File: config.mk
export PLATFORM = sky130hd
export DESIGN_NAME = instr_fetch_unit
export DESIGN_NICKNAME = d
export VERILOG_FILES = /design/src/rtl/fetch_pkg.sv /design/src/rtl/fetch_fifo.sv /design/src/rtl/instr_fetch_unit.sv
export SDC_FILE = /design/constraint.sdc
export NUM_CORES = 1
export LEC_CHECK = 0
export ABC_CLOCK_PERIOD_IN_PS = 11850
export BUFFER_PORTS_ARGS = -buffer_cell sky130_fd_sc_hd__buf_2
export CAP_MARGIN = 20
export CORE_MARGIN = 10
export CORE_UTILIZATION = 41
export DETAILED_ROUTE_END_ITERATION = 7
export PLACE_DENSITY = 0.63
export SYNTH_ARGS = -nofsm -noshare
export SYNTH_HDL_FRONTEND = slang
export SYNTH_SLANG_ARGS = --single-unit
File: constraint.sdc
create_clock -name clk_i -period 11.85 [get_ports clk_i]
set_input_delay 3.555 -clock clk_i [delete_from_list [all_inputs] [get_ports clk_i]]
set_output_delay 3.555 -clock clk_i [all_outputs]
set_load 0.05 [all_outputs]
File: src/rtl/fetch_pkg.sv
// Shared types and default sizing for the instruction fetch stage.
package fetch_pkg;

  localparam int FETCH_DEPTH  = 2;
  localparam int FETCH_ADDR_W = 32;
  localparam int FETCH_DATA_W = 32;

  typedef enum logic [1:0] {
    S_IDLE    = 2'd0,
    S_WAIT    = 2'd1,
    S_DISCARD = 2'd2
  } fetch_state_e;

  typedef struct packed {
    logic [FETCH_ADDR_W-1:0] pc;
    logic [FETCH_DATA_W-1:0] inst;
  } fetch_entry_t;

endpackage

File: src/rtl/fetch_fifo.sv
// Small synchronous FIFO holding fetched {pc, inst} pairs; flush empties it in one edge.
module fetch_fifo #(
  parameter int DEPTH = 2,
  parameter int WIDTH = 64,
  localparam int PTR_W = $clog2(DEPTH),
  localparam int CNT_W = PTR_W + 1
) (
  input  logic             clk_i,
  input  logic             nrst_i,
  input  logic             push_i,
  input  logic [WIDTH-1:0] entry_i,
  input  logic             pop_i,
  input  logic             flush_i,
  output logic [CNT_W-1:0] count_o,
  output logic [WIDTH-1:0] head_o
);

  logic [WIDTH-1:0] mem_q [DEPTH];
  logic [PTR_W-1:0] wr_ptr_q, wr_ptr_d;
  logic [PTR_W-1:0] rd_ptr_q, rd_ptr_d;
  logic [CNT_W-1:0] count_q, count_d;
  logic             push_en, pop_en;

  assign push_en = push_i & ~flush_i;
  assign pop_en  = pop_i & ~flush_i & (count_q != '0);

  always_comb begin
    wr_ptr_d = wr_ptr_q;
    rd_ptr_d = rd_ptr_q;
    count_d  = count_q;
    if (flush_i) begin
      wr_ptr_d = '0;
      rd_ptr_d = '0;
      count_d  = '0;
    end else begin
      if (push_en) wr_ptr_d = wr_ptr_q + PTR_W'(1);
      if (pop_en)  rd_ptr_d = rd_ptr_q + PTR_W'(1);
      case ({push_en, pop_en})
        2'b10:   count_d = count_q + CNT_W'(1);
        2'b01:   count_d = count_q - CNT_W'(1);
        default: count_d = count_q;
      endcase
    end
  end

  always_ff @(posedge clk_i or negedge nrst_i) begin
    if (!nrst_i) begin
      wr_ptr_q <= '0;
      rd_ptr_q <= '0;
      count_q  <= '0;
    end else begin
      wr_ptr_q <= wr_ptr_d;
      rd_ptr_q <= rd_ptr_d;
      count_q  <= count_d;
    end
  end

  // Storage is deliberately not reset; count gates every read of it.
  always_ff @(posedge clk_i) begin
    if (push_en) mem_q[wr_ptr_q] <= entry_i;
  end

  assign count_o = count_q;
  assign head_o  = mem_q[rd_ptr_q];

endmodule

File: src/rtl/instr_fetch_unit.sv
// Fetch stage: one outstanding imem read, results queued for decode, PC stall and redirect.
//   state     | meaning
//   S_IDLE    | no request outstanding, may issue
//   S_WAIT    | request outstanding, data will be queued
//   S_DISCARD | request outstanding after redirect, data will be dropped
module instr_fetch_unit
  import fetch_pkg::*;
#(
  parameter int DEPTH  = FETCH_DEPTH,
  parameter int ADDR_W = FETCH_ADDR_W,
  parameter int DATA_W = FETCH_DATA_W
) (
  input  logic              clk_i,
  input  logic              nrst_i,
  input  logic [ADDR_W-1:0] pc_i,
  output logic              pc_stall_o,
  input  logic              redirect_i,
  output logic              imem_req_o,
  output logic [ADDR_W-1:0] imem_addr_o,
  input  logic              imem_ack_i,
  input  logic [DATA_W-1:0] imem_data_i,
  output logic              inst_valid_o,
  output logic [DATA_W-1:0] inst_o,
  output logic [ADDR_W-1:0] inst_pc_o,
  input  logic              inst_ready_i
);

  localparam int CNT_W = $clog2(DEPTH) + 1;
  localparam int ENT_W = ADDR_W + DATA_W;
  localparam logic [CNT_W-1:0] DEPTH_C = CNT_W'(DEPTH);

  fetch_state_e      state_q, state_d;
  logic              req_q, req_d;
  logic [ADDR_W-1:0] addr_q, addr_d;
  logic              issue, push, pop;
  logic [CNT_W-1:0]  count;
  logic [ENT_W-1:0]  head;

  // nrst_i is in the issue term so the PC holds while reset is asserted.
  assign issue = (state_q == S_IDLE) & nrst_i & ~redirect_i & (count < DEPTH_C);

  always_comb begin
    state_d = state_q;
    req_d   = req_q;
    addr_d  = addr_q;
    push    = 1'b0;
    case (state_q)
      S_IDLE: begin
        if (issue) begin
          req_d   = 1'b1;
          addr_d  = pc_i;
          state_d = S_WAIT;
        end
      end
      S_WAIT: begin
        if (imem_ack_i) begin
          push    = ~redirect_i;
          req_d   = 1'b0;
          state_d = S_IDLE;
        end else if (redirect_i) begin
          state_d = S_DISCARD;
        end
      end
      S_DISCARD: begin
        if (imem_ack_i) begin
          req_d   = 1'b0;
          state_d = S_IDLE;
        end
      end
      default: begin
        req_d   = 1'b0;
        state_d = S_IDLE;
      end
    endcase
  end

  always_ff @(posedge clk_i or negedge nrst_i) begin
    if (!nrst_i) begin
      state_q <= S_IDLE;
      req_q   <= 1'b0;
      addr_q  <= '0;
    end else begin
      state_q <= state_d;
      req_q   <= req_d;
      addr_q  <= addr_d;
    end
  end

  assign pop = inst_valid_o & inst_ready_i;

  fetch_fifo #(
    .DEPTH (DEPTH),
    .WIDTH (ENT_W)
  ) u_fifo (
    .clk_i   (clk_i),
    .nrst_i  (nrst_i),
    .push_i  (push),
    .entry_i ({addr_q, imem_data_i}),
    .pop_i   (pop),
    .flush_i (redirect_i),
    .count_o (count),
    .head_o  (head)
  );

  assign pc_stall_o   = ~issue;
  assign imem_req_o   = req_q;
  assign imem_addr_o  = addr_q;
  assign inst_valid_o = (count != '0);
  assign inst_o       = head[DATA_W-1:0];
  assign inst_pc_o    = head[ENT_W-1:DATA_W];

endmodule

==> results.yml, run 1 <==
clocking:
  htree_levels: 4
  cts_tree: "yes"
  clock_latency_ns: 0.42
  cts_setup_buffers: 0
  cts_root_buf: "clkbuf_16"
  cts_resized: 0
  cts_buffers: 17
  clkTransAtPathRegs_ns: 0.06
  hold_buffers: 0
  clock_path_buffers: 2
  clock_sinks: 167
cells_and_area:
  num_antenna_cells: 0
  layout.nets: 566
  drive_above_1_share_pct: 59.8
  fillers: 1287
  area_delta_synth_final_pct: 25.2
yosys:
  seq_area_frac_synth_pct: 75.5
  yosys_warnings: 0
  synth.largest_area_cell: "edfxtp_1"
  yosys_register_bits: 167
  avgSynthCellArea_um2: 20.2
  yosysUniqueCellTypes: 32
  netlist.area_leader.share_pct: 60.2
  syn_nets: 388
  synth.area.top_cells: "edfxtp_1 (60%), dfrtp_1 (15%), mux2_2 (12%)"
  postSynthCellCount: 316
  netlist_area_mm2: 0.00638
setup_path:
  worstPathMaxFanout: 40
  critPathLaunchType: "input port"
  crit_top_cell: "buf_2"
  worstSetupPathType: "input port to output port"
  crit_path_max_incr_delay_ns: 0.73
  endpoint_kind: "output port"
  crit_arrival_ns: 5.20
  critPathSlowestCell: "and3_4"
  reg2reg_depth: 5
  critPathRequiredTime_ns: 8.30
  path_cells: "buf_2 > buf_4 > and3_4 > inv_1 > buf_2"
sta:
  worstMarginPinSlew_ns: 0.946
  min_period_ns: 8.76
  relSlewSlack_pct: 36.9
  rsz0062_at_grt: "no"
  worst_slack_ns: 3.09
  setup_viol: 0
  fin_crit_sh_pct: 73.9
  hold_viol_final: 0
  fmax_ghz: 0.114
  tns_ns: 0
  clock_skew_ns: 0.00632
  drv_slew: 0
placed_design:
  io_buffers: 167
  routabilityCongestion: 0.701
  dp_hpwl_um: 8730
  pre_cts_ws_ns: 3.00
die:
  initial_core_util_pct: 42.0
  core_mm2: 0.0152
  dieArea_mm2: 0.0210
  ios: 168
  die_w_um: 145
  rows: 45
  die_h_um: 145
global_route:
  grt_first_pass_wirelength_um: 20000
  antenna_found_initial: 0
  grt_use_total_pct: 12.7
  grt_overflow_total: 0
  grt_max_degree: 66
  grt_pass1_vias: 3532
drt:
  drc: 0
  vias: 3343
  routed_wl_um: 13300
  drt_iter0_markers: 142
  via_per_inst: 4.81
  post_drt_wl_per_cell_um: 19.1
  antenna_left: 0
  first_pass_iters: 4
power:
  power.density_mw_per_mm2: 258
  total_power_mw: 2.06
  p_leak_nw: 3.15
  vdd_drop_max_mv: 0.145
run:
  maxCapViolations: 0
hold_path:
  worstHoldPathCells: 0
  hp-class: "register to register"
status:
  status: "completed"
-- layout by cell type, fill, tap and decap left out, drive strengths merged --
master	count
nand4	1
nand3	1
xor2	1
and3b	1
inv	4
o221ai	1
ha	3
mux2	96
and3	1
a21oi	1
o21ai	5
nor2b	3
or2	1
edfxtp	128
dfrtp	39
clkinv	8
o2bb2ai	1
and2	1
buf	171
nand2	2
nor2	4
mux2i	1
xnor2	1
nor3b	3
a211oi	1
bufinv	3
nor3	3
clkbuf	20
clkinvlp	1
nand2b	1
-- layer usage --
metal  global-route usage, %  part of all wire [%]  wire (um)
met5                       0                     0          0
met4                    4.79                   1.4        182
met3                    4.40                   5.5        734
met2                    21.4                    51       6780
met1                    14.7                    42       5570
-- registers in the layout, indices dropped and copies added (netlist names) --
| register | cells |
|---|---|
| imem_addr_o | 32 |
| imem_req_o | 1 |
| state_q | 2 |
| u_fifo.count_o | 2 |
| u_fifo.mem_q | 128 |
| u_fifo.rd_ptr_q | 1 |
| u_fifo.wr_ptr_q | 1 |
-- layout make-up --
type,count,area (um2),area share [%]
Clock buffer,20,457,5.72
Clock inverter,12,151,1.90
Inverter,4,15.0,0.188
Multi-Input combinational cell,133,1440,18.1
Sequential cell,167,4820,60.3
Tap cell,188,235,2.94
Timing Repair Buffer,171,866,10.8
-- kinds of logic after synthesis --
| kind of cell | share of synthesized area, % |
|---|---|
| AOI/OAI and AO/OA | 0.863 |
| muxes | 18.7 |
| buffers and inverters | 2.00 |
| DFF | 75.5 |
| and+or+nand+nor | 2.06 |
| xor gates and xnor gates | 0.275 |
| adders and majority gates | 0.588 |
-- worst paths after layout --
check | slack, ns | from | endpoint
setup reg to reg | 9.57 | state_q[1]$_DFFE_PN0P_ | u_fifo.mem_q[1][44]$_DFFE_PP_
min in group asynchronous | 3.19 | nrst_i | imem_addr_o[22]$_DFFE_PN0P_
hold reg to reg | 0.50 | imem_addr_o[9]$_DFFE_PN0P_ | u_fifo.mem_q[1][41]$_DFFE_PP_
setup / recovery | 3.09 | nrst_i | pc_stall_o
max in group asynchronous | 8.23 | nrst_i | u_fifo.rd_ptr_q$_DFFE_PN0P_
hold / removal | 0.50 | imem_addr_o[9]$_DFFE_PN0P_ | u_fifo.mem_q[1][41]$_DFFE_PP_
-- critical path: cells and delay by family --
| kind | cells | cell delay, ns |
|---|---|---|
| buffers and inverters | 4 | 0.86 |
| AND/OR/NAND/NOR | 1 | 0.73 |
-- per-stage QoR --
stage	hold slack, ns	instance area (um2)	instances	util, %
2_1_floorplan	0.525	6380	316	-
3_3_place_gp	0.471	7380	663	48.6
3_5_place_dp	0.481	7380	663	48.6
4_1_cts	0.495	7990	695	52.6
5_1_grt	0.512	7990	695	52.6
6_report	0.499	7990	695	52.6
-- where the power goes --
| part | internal (mW) | switching (mW) | leakage, nW |
|---|---|---|---|
| Sequential | 0.767 | 0.0684 | 1.63 |
| Clock | 0.342 | 0.214 | 0.297 |
| Combinational | 0.198 | 0.474 | 1.22 |
-- Yosys cell counts (all sizes together) --
cell type  instances
edfxtp           128
mux2              96
dfrtp             39
buf               12
o21ai              5
inv                4
nor2               4
ha                 3
nor2b              3
nor3               3
nor3b              3
nand2              2
a211oi             1
a21oi              1
and2               1
and3               1
and3b              1
mux2i              1
nand2b             1
nand3              1
nand4              1
o221ai             1
o2bb2ai            1
or2                1
xnor2              1
xor2               1
Power figures use the tool's default switching activity.
==> run 2, diff against run 1 <==
--- a/config.mk
+++ b/config.mk
@@ -5,13 +5,13 @@
 export SDC_FILE = /design/constraint.sdc
 export NUM_CORES = 1
 export LEC_CHECK = 0
-export ABC_CLOCK_PERIOD_IN_PS = 11850
+export ABC_CLOCK_PERIOD_IN_PS = 7950
 export BUFFER_PORTS_ARGS = -buffer_cell sky130_fd_sc_hd__buf_2
 export CAP_MARGIN = 20
 export CORE_MARGIN = 10
 export CORE_UTILIZATION = 41
 export DETAILED_ROUTE_END_ITERATION = 7
-export PLACE_DENSITY = 0.63
+export PLACE_DENSITY = 0.65
 export SYNTH_ARGS = -nofsm -noshare
 export SYNTH_HDL_FRONTEND = slang
 export SYNTH_SLANG_ARGS = --single-unit
==> constraint.sdc (replaced) <==
create_clock -name clk_i -period 7.95 [get_ports clk_i]
set_input_delay 2.385 -clock clk_i [delete_from_list [all_inputs] [get_ports clk_i]]
set_output_delay 2.385 -clock clk_i [all_outputs]
set_load 0.05 [all_outputs]
==> run 2 against run 1 <==
Compared with the run above: critical path depth did not move; global-route usage rose by 0.51 points; clock power grew 56%; clock-buffer cell count is 2 lower; wire length grew 3.1%; sequential power up 50%; clock skew increased by 0.00058 ns; final area up 0.45%; core utilization up 0.24 points; register-to-register slack lost 3.6 ns; first-iteration DRC count increased by 20%; sequential share of layout area is 0.27 points lower; critical endpoint unchanged; largest cell class unchanged.
==> results.yml, run 2 (synthesis gave the netlist of run 1 again) <==
clocking:
  cts_setup_buffers: 0
  cts_buffers: 17
  htree_levels: 4
  hold_buffers: 0
  cts_tree: "yes"
  cts_resized: 0
  clock_path_buffers: 2
  clock_latency_ns: 0.42
  cts_root_buf: "clkbuf_16"
  clock_sinks: 167
  clkTransAtPathRegs_ns: 0.06
sta:
  fmax_ghz: 0.164
  clock_skew_ns: 0.00689
  fin_crit_sh_pct: 76.5
  hold_viol_final: 0
  relSlewSlack_pct: 39.3
  drv_slew: 0
  tns_ns: 0
  setup_viol: 0
  min_period_ns: 6.08
  worstMarginPinSlew_ns: 0.911
  rsz0062_at_grt: "no"
setup_path:
  path_depth: 5
  r2r_end: "imem_addr_o[7]$_DFFE_PN0P_"
  path_buf_inv: 3
  critPathCapture: "pc_stall_o"
  critPathRequiredTime_ns: 5.57
  reg2reg_depth: 4
  critPathLaunchType: "input port"
  critPathTopFamily: "simple AND/OR/NAND/NOR gates"
  crit_top_cell: "buf_2"
  crit_arrival_ns: 3.70
  worstSetupStartpoint: "redirect_i"
  rr_startpoint: "state_q[1]$_DFFE_PN0P_"
  endpoint_kind: "output port"
  path_cells: "buf_2 > nor2_2 > and3_4 > inv_1 > buf_2"
  reg2reg_slack_ns: 5.97
  crit_path_max_incr_delay_ns: 0.64
  worstSetupPathType: "input port to output port"
  critPathSlowestCell: "and3_4"
  worstPathMaxFanout: 35
drt:
  antenna_left: 0
  via_per_inst: 4.93
  drc: 0
  drt_iter0_markers: 171
  vias: 3439
  routed_wl_um: 13700
  post_drt_wl_per_cell_um: 19.6
  first_pass_iters: 4
cells_and_area:
  layout.nets: 568
  top_register: "u_fifo.mem_q"
  layout_commonest_cell: "buf_2"
  area_delta_synth_final_pct: 25.8
  largest_reg_flops: 128
  fillers: 1267
  drive_above_1_share_pct: 60.1
  final_cell_mix: "buf_2 (167), edfxtp_1 (128), mux2_2 (69), dfrtp_1 (38), mux2_4 (27)"
  finalNonFillerCells: 698
global_route:
  grt_max_degree: 66
  grt_use_total_pct: 13.3
  grt_pass1_vias: 3852
  antenna_found_initial: 1
  busiest_layer: "met2"
  grt_first_pass_wirelength_um: 20800
  grt_overflow_total: 0
  met2_usage_pct: 23.2
  grtUsageMet3_pct: 5.02
  use_met1_pct: 14.1
die:
  dieArea_mm2: 0.0210
  die_h_um: 145
  rows: 45
  die_w_um: 145
  core_mm2: 0.0152
  initial_core_util_pct: 42.0
  ios: 168
power:
  vdd_drop_max_mv: 0.195
  p_leak_nw: 3.16
  power.density_mw_per_mm2: 388
run:
  maxCapViolations: 0
status:
  status: "completed"
hold_path:
  hp-class: "register to register"
placed_design:
  io_buffers: 167
  dp_hpwl_um: 9130
  dp.cells: 665
  routabilityCongestion: 0.713
## run 2: cell count changes in the layout (fill, tap and decap cells not counted), sizes merged
cell / change
buf: +2
bufinv: +1
clkbuf: -2
clkinv: -5
clkinvlp: +3
diode: +1
inv: +3
## run 2: worst min-delay path by stage
stage,from,to,cells past startpoint
after detailed placement,imem_addr_o[30]$_DFFE_PN0P_,u_fifo.mem_q[0][62]$_DFFE_PP_,0
after CTS,imem_addr_o[7]$_DFFE_PN0P_,u_fifo.mem_q[0][39]$_DFFE_PP_,0
final,imem_addr_o[30]$_DFFE_PN0P_,u_fifo.mem_q[0][62]$_DFFE_PP_,0
after global routing,imem_addr_o[7]$_DFFE_PN0P_,u_fifo.mem_q[0][39]$_DFFE_PP_,0
after floorplan,u_fifo.wr_ptr_q$_DFFE_PN0P_,u_fifo.wr_ptr_q$_DFFE_PN0P_,2
after global placement,imem_addr_o[11]$_DFFE_PN0P_,u_fifo.mem_q[0][43]$_DFFE_PP_,0
## run 2: cell type report
cell class,instances,area (um2),share of cell area (%)
Sequential cell,167,4820,60.1
Inverter,4,15.0,0.187
Clock inverter,14,198,2.46
Tap cell,188,235,2.93
Antenna cell,1,2.50,0.0312
Timing Repair Buffer,173,881,11.0
Clock buffer,18,429,5.35
Multi-Input combinational cell,133,1440,18.0
## run 2: layer usage
metal	routed length, um	share of wire [%]
met1	5510	40
met2	6980	51
met3	997	7.3
met4	196	1.4
met5	0	0
## run 2: stage by stage
stage | power (mW) | instance area, um2 | hold slack, ns | setup WS [ns] | util, %
after floorplan | 2.04 | 6380 | 0.525 | 0.187 | -
after global placement | 2.26 | 7400 | 0.469 | 1.87 | 48.7
after detailed placement | 2.28 | 7400 | 0.486 | 1.86 | 48.7
after CTS | 3.16 | 8020 | 0.500 | 1.86 | 52.8
after global routing | 3.25 | 8020 | 0.512 | 1.76 | 52.8
final | 3.12 | 8030 | 0.497 | 1.87 | 52.8
## run 2: power by group
part	internal, mW	switching, mW
sequential	1.14	0.103
combinational	0.296	0.709
clock	0.529	0.337
## run 2: worst register-to-register path: cells and delay by family (launching register included)
family        cells  cell delay (ns)
simple gates      1             0.67
mux               1             0.42
flops             1             0.40
fa+ha+maj         1             0.27
buf+inv           1             0.11
==> run 3, diff against run 2 <==
--- a/config.mk
+++ b/config.mk
@@ -5,7 +5,8 @@
 export SDC_FILE = /design/constraint.sdc
 export NUM_CORES = 1
 export LEC_CHECK = 0
-export ABC_CLOCK_PERIOD_IN_PS = 7950
+export ABC_AREA = 1
+export ABC_CLOCK_PERIOD_IN_PS = 5500
 export BUFFER_PORTS_ARGS = -buffer_cell sky130_fd_sc_hd__buf_2
 export CAP_MARGIN = 20
 export CORE_MARGIN = 10
==> constraint.sdc (replaced) <==
create_clock -name clk_i -period 5.5 [get_ports clk_i]
set_input_delay 1.65 -clock clk_i [delete_from_list [all_inputs] [get_ports clk_i]]
set_output_delay 1.65 -clock clk_i [all_outputs]
set_load 0.05 [all_outputs]
==> run 3 against run 2 <==
Compared with the run above: die area decreased by 1.2%; global-route usage increased by 0.13 points; first-iteration DRC count grew 6.4%; final area is 0.80% lower; worst hold slack got worse by 0.0036 ns.
==> results.yml, run 3 <==
cells_and_area:
  area_delta_synth_final_pct: 26.6
  fillers: 1271
  layout.nets: 642
  final_cell_mix: "buf_2 (167), edfxtp_1 (128), nand2_1 (108), mux2_2 (64), dfrtp_1 (38)"
  num_antenna_cells: 0
  multi_input_area_mm2: 0.00134
  top_register: "u_fifo.mem_q"
  largest_reg_flops: 128
  drive_above_1_share_pct: 47.3
  seqCellArea_mm2: 0.00482
  layout_commonest_cell: "buf_2"
  finalNonFillerCells: 771
yosys:
  netlist.area_leader.share_pct: 61.1
  yosys_register_bits: 167
  ys_top_cells_by_count: "edfxtp_1 (128), nand2_1 (108), mux2_2 (64), dfrtp_1 (39), inv_1 (9)"
  synth.area.top_cells: "edfxtp_1 (61%), dfrtp_1 (16%), mux2_2 (11%)"
  netlist_area_mm2: 0.00629
  postSynthCellCount: 392
  synth.largest_area_cell: "edfxtp_1"
  avgSynthCellArea_um2: 16.0
  synth-edff-count: 128
  yosys_warnings: 0
  seq_area_frac_synth_pct: 76.6
  synth-main-ff-cell: "edfxtp_1"
  syn_nets: 464
  yosysUniqueCellTypes: 24
  async_reset_ff_share_pct: 23.4
  yosysMostFrequentCell: "edfxtp_1"
global_route:
  grt_first_pass_wirelength_um: 20900
  grt_max_degree: 65
  grt_pass1_vias: 3926
  antenna_found_initial: 0
  grt_use_total_pct: 13.4
  grt_overflow_total: 0
setup_path:
  reg2reg_depth: 5
  critPathRequiredTime_ns: 3.85
  crit_arrival_ns: 2.52
  endpoint_kind: "output port"
  worstPathMaxFanout: 45
  worstSetupPathType: "register to output port"
  critPathLaunchType: "register"
die:
  die_w_um: 144
  ios: 168
  core_mm2: 0.0151
  die_h_um: 144
  dieArea_mm2: 0.0207
  initial_core_util_pct: 41.5
  rows: 45
clocking:
  clkTransAtPathRegs_ns: 0.06
  hold_buffers: 0
  htree_levels: 4
  clock_latency_ns: 0.42
  clock_path_buffers: 2
  cts_tree: "yes"
  cts_buffers: 17
  cts_root_buf: "clkbuf_16"
  cts_setup_buffers: 0
  cts_resized: 0
  clock_sinks: 167
sta:
  clock_skew_ns: 0.00775
  min_period_ns: 4.17
  hold_viol_final: 0
  tns_ns: 0
  rsz0062_at_grt: "no"
  worst_slack_ns: 1.33
  fin_crit_sh_pct: 75.9
  setup_viol: 0
  drv_slew: 0
  relSlewSlack_pct: 31.3
  fmax_ghz: 0.240
  worstMarginPinSlew_ns: 1.03
power:
  vdd_drop_max_mv: 0.296
  power.density_mw_per_mm2: 592
  p_leak_nw: 3.32
status:
  status: "completed"
drt:
  drt_iter0_markers: 182
  post_drt_wl_per_cell_um: 17.4
  antenna_left: 0
  drc: 0
  routed_wl_um: 13400
  via_per_inst: 4.75
  vias: 3663
  first_pass_iters: 4
run:
  maxCapViolations: 0
placed_design:
  pre_cts_ws_ns: 1.63
  dp_hpwl_um: 8950
  dp.cells: 739
  routabilityCongestion: 0.764
  io_buffers: 167
hold_path:
  hp-class: "register to register"
  worstHoldPathCells: 0
run 3: changes by cell type in the layout (fill, tap and decap cells not counted), sizes merged, moves of 3 or more:
| cell | change |
|---|---|
| inv | +5 |
| nor3b | -3 |
| a21oi | +3 |
| nor2 | +3 |
| nor3 | -3 |
| clkbuf | +8 |
| nand2 | +108 |
| clkinvlp | -4 |
| nor2b | -3 |
| mux2 | -32 |
run 3: cell families after synthesis:
group	count (synthesis)	share of synthesized area, %
buffers and inverters	24	2.29
adder cells (fa/ha/maj)	3	0.597
flip-flops	167	76.6
multiplexers	64	11.5
AO/OA/AOI/OAI	10	0.855
AND/OR/NAND/NOR	124	8.19
run 3: through the flow:
stage	area, um2	total power, mW	hold WS (ns)	utilization (%)
global placement	7320	3.45	0.474	48.3
finish	7960	4.72	0.494	52.6
CTS	7960	4.77	0.499	52.6
detailed placement	7320	3.48	0.484	48.3
floorplan	6290	3.08	0.470	-
global route	7960	4.94	0.515	52.6
run 3: path summary, 6_finish.rpt:
kind,slack [ns],end,from
max,1.33,inst_pc_o[30],u_fifo.rd_ptr_q$_DFFE_PN0P_
min in group asynchronous,1.36,imem_addr_o[9]$_DFFE_PN0P_,nrst_i
min,0.49,u_fifo.mem_q[0][62]$_DFFE_PP_,imem_addr_o[30]$_DFFE_PN0P_
max reg2reg,3.35,u_fifo.mem_q[1][47]$_DFFE_PP_,state_q[1]$_DFFE_PN0P_
max in group asynchronous,3.73,u_fifo.rd_ptr_q$_DFFE_PN0P_,nrst_i
min reg2reg,0.49,u_fifo.mem_q[0][62]$_DFFE_PP_,imem_addr_o[30]$_DFFE_PN0P_
run 3: final cells by class:
class	count	area share, %
repair buffers	172	11.0
clock inverters	6	1.70
multi-input cells	201	16.9
clock buffers	26	6.41
inverters	11	0.550
flip-flops and latches	167	60.6
well taps	188	2.95
run 3: where the power goes:
part | switching, mW | internal [mW]
clock network | 0.455 | 0.825
registers | 0.182 | 1.62
logic | 1.22 | 0.409
total | 1.86 | 2.86
run 3: per-layer routing:
metal	vias to the layer above	track usage [%]	wire length [um]
li1	1751	-	-
met1	1776	15.5	5580
met2	115	21.8	6640
met3	21	4.62	888
met4	0	6.18	263
met5	-	0	0
run 3: critical path, stage by stage (launching register included):
cell and delay, ns:
dfrtp_2 1.05, buf_4 0.44, mux2_2 0.39, buf_2 0.21
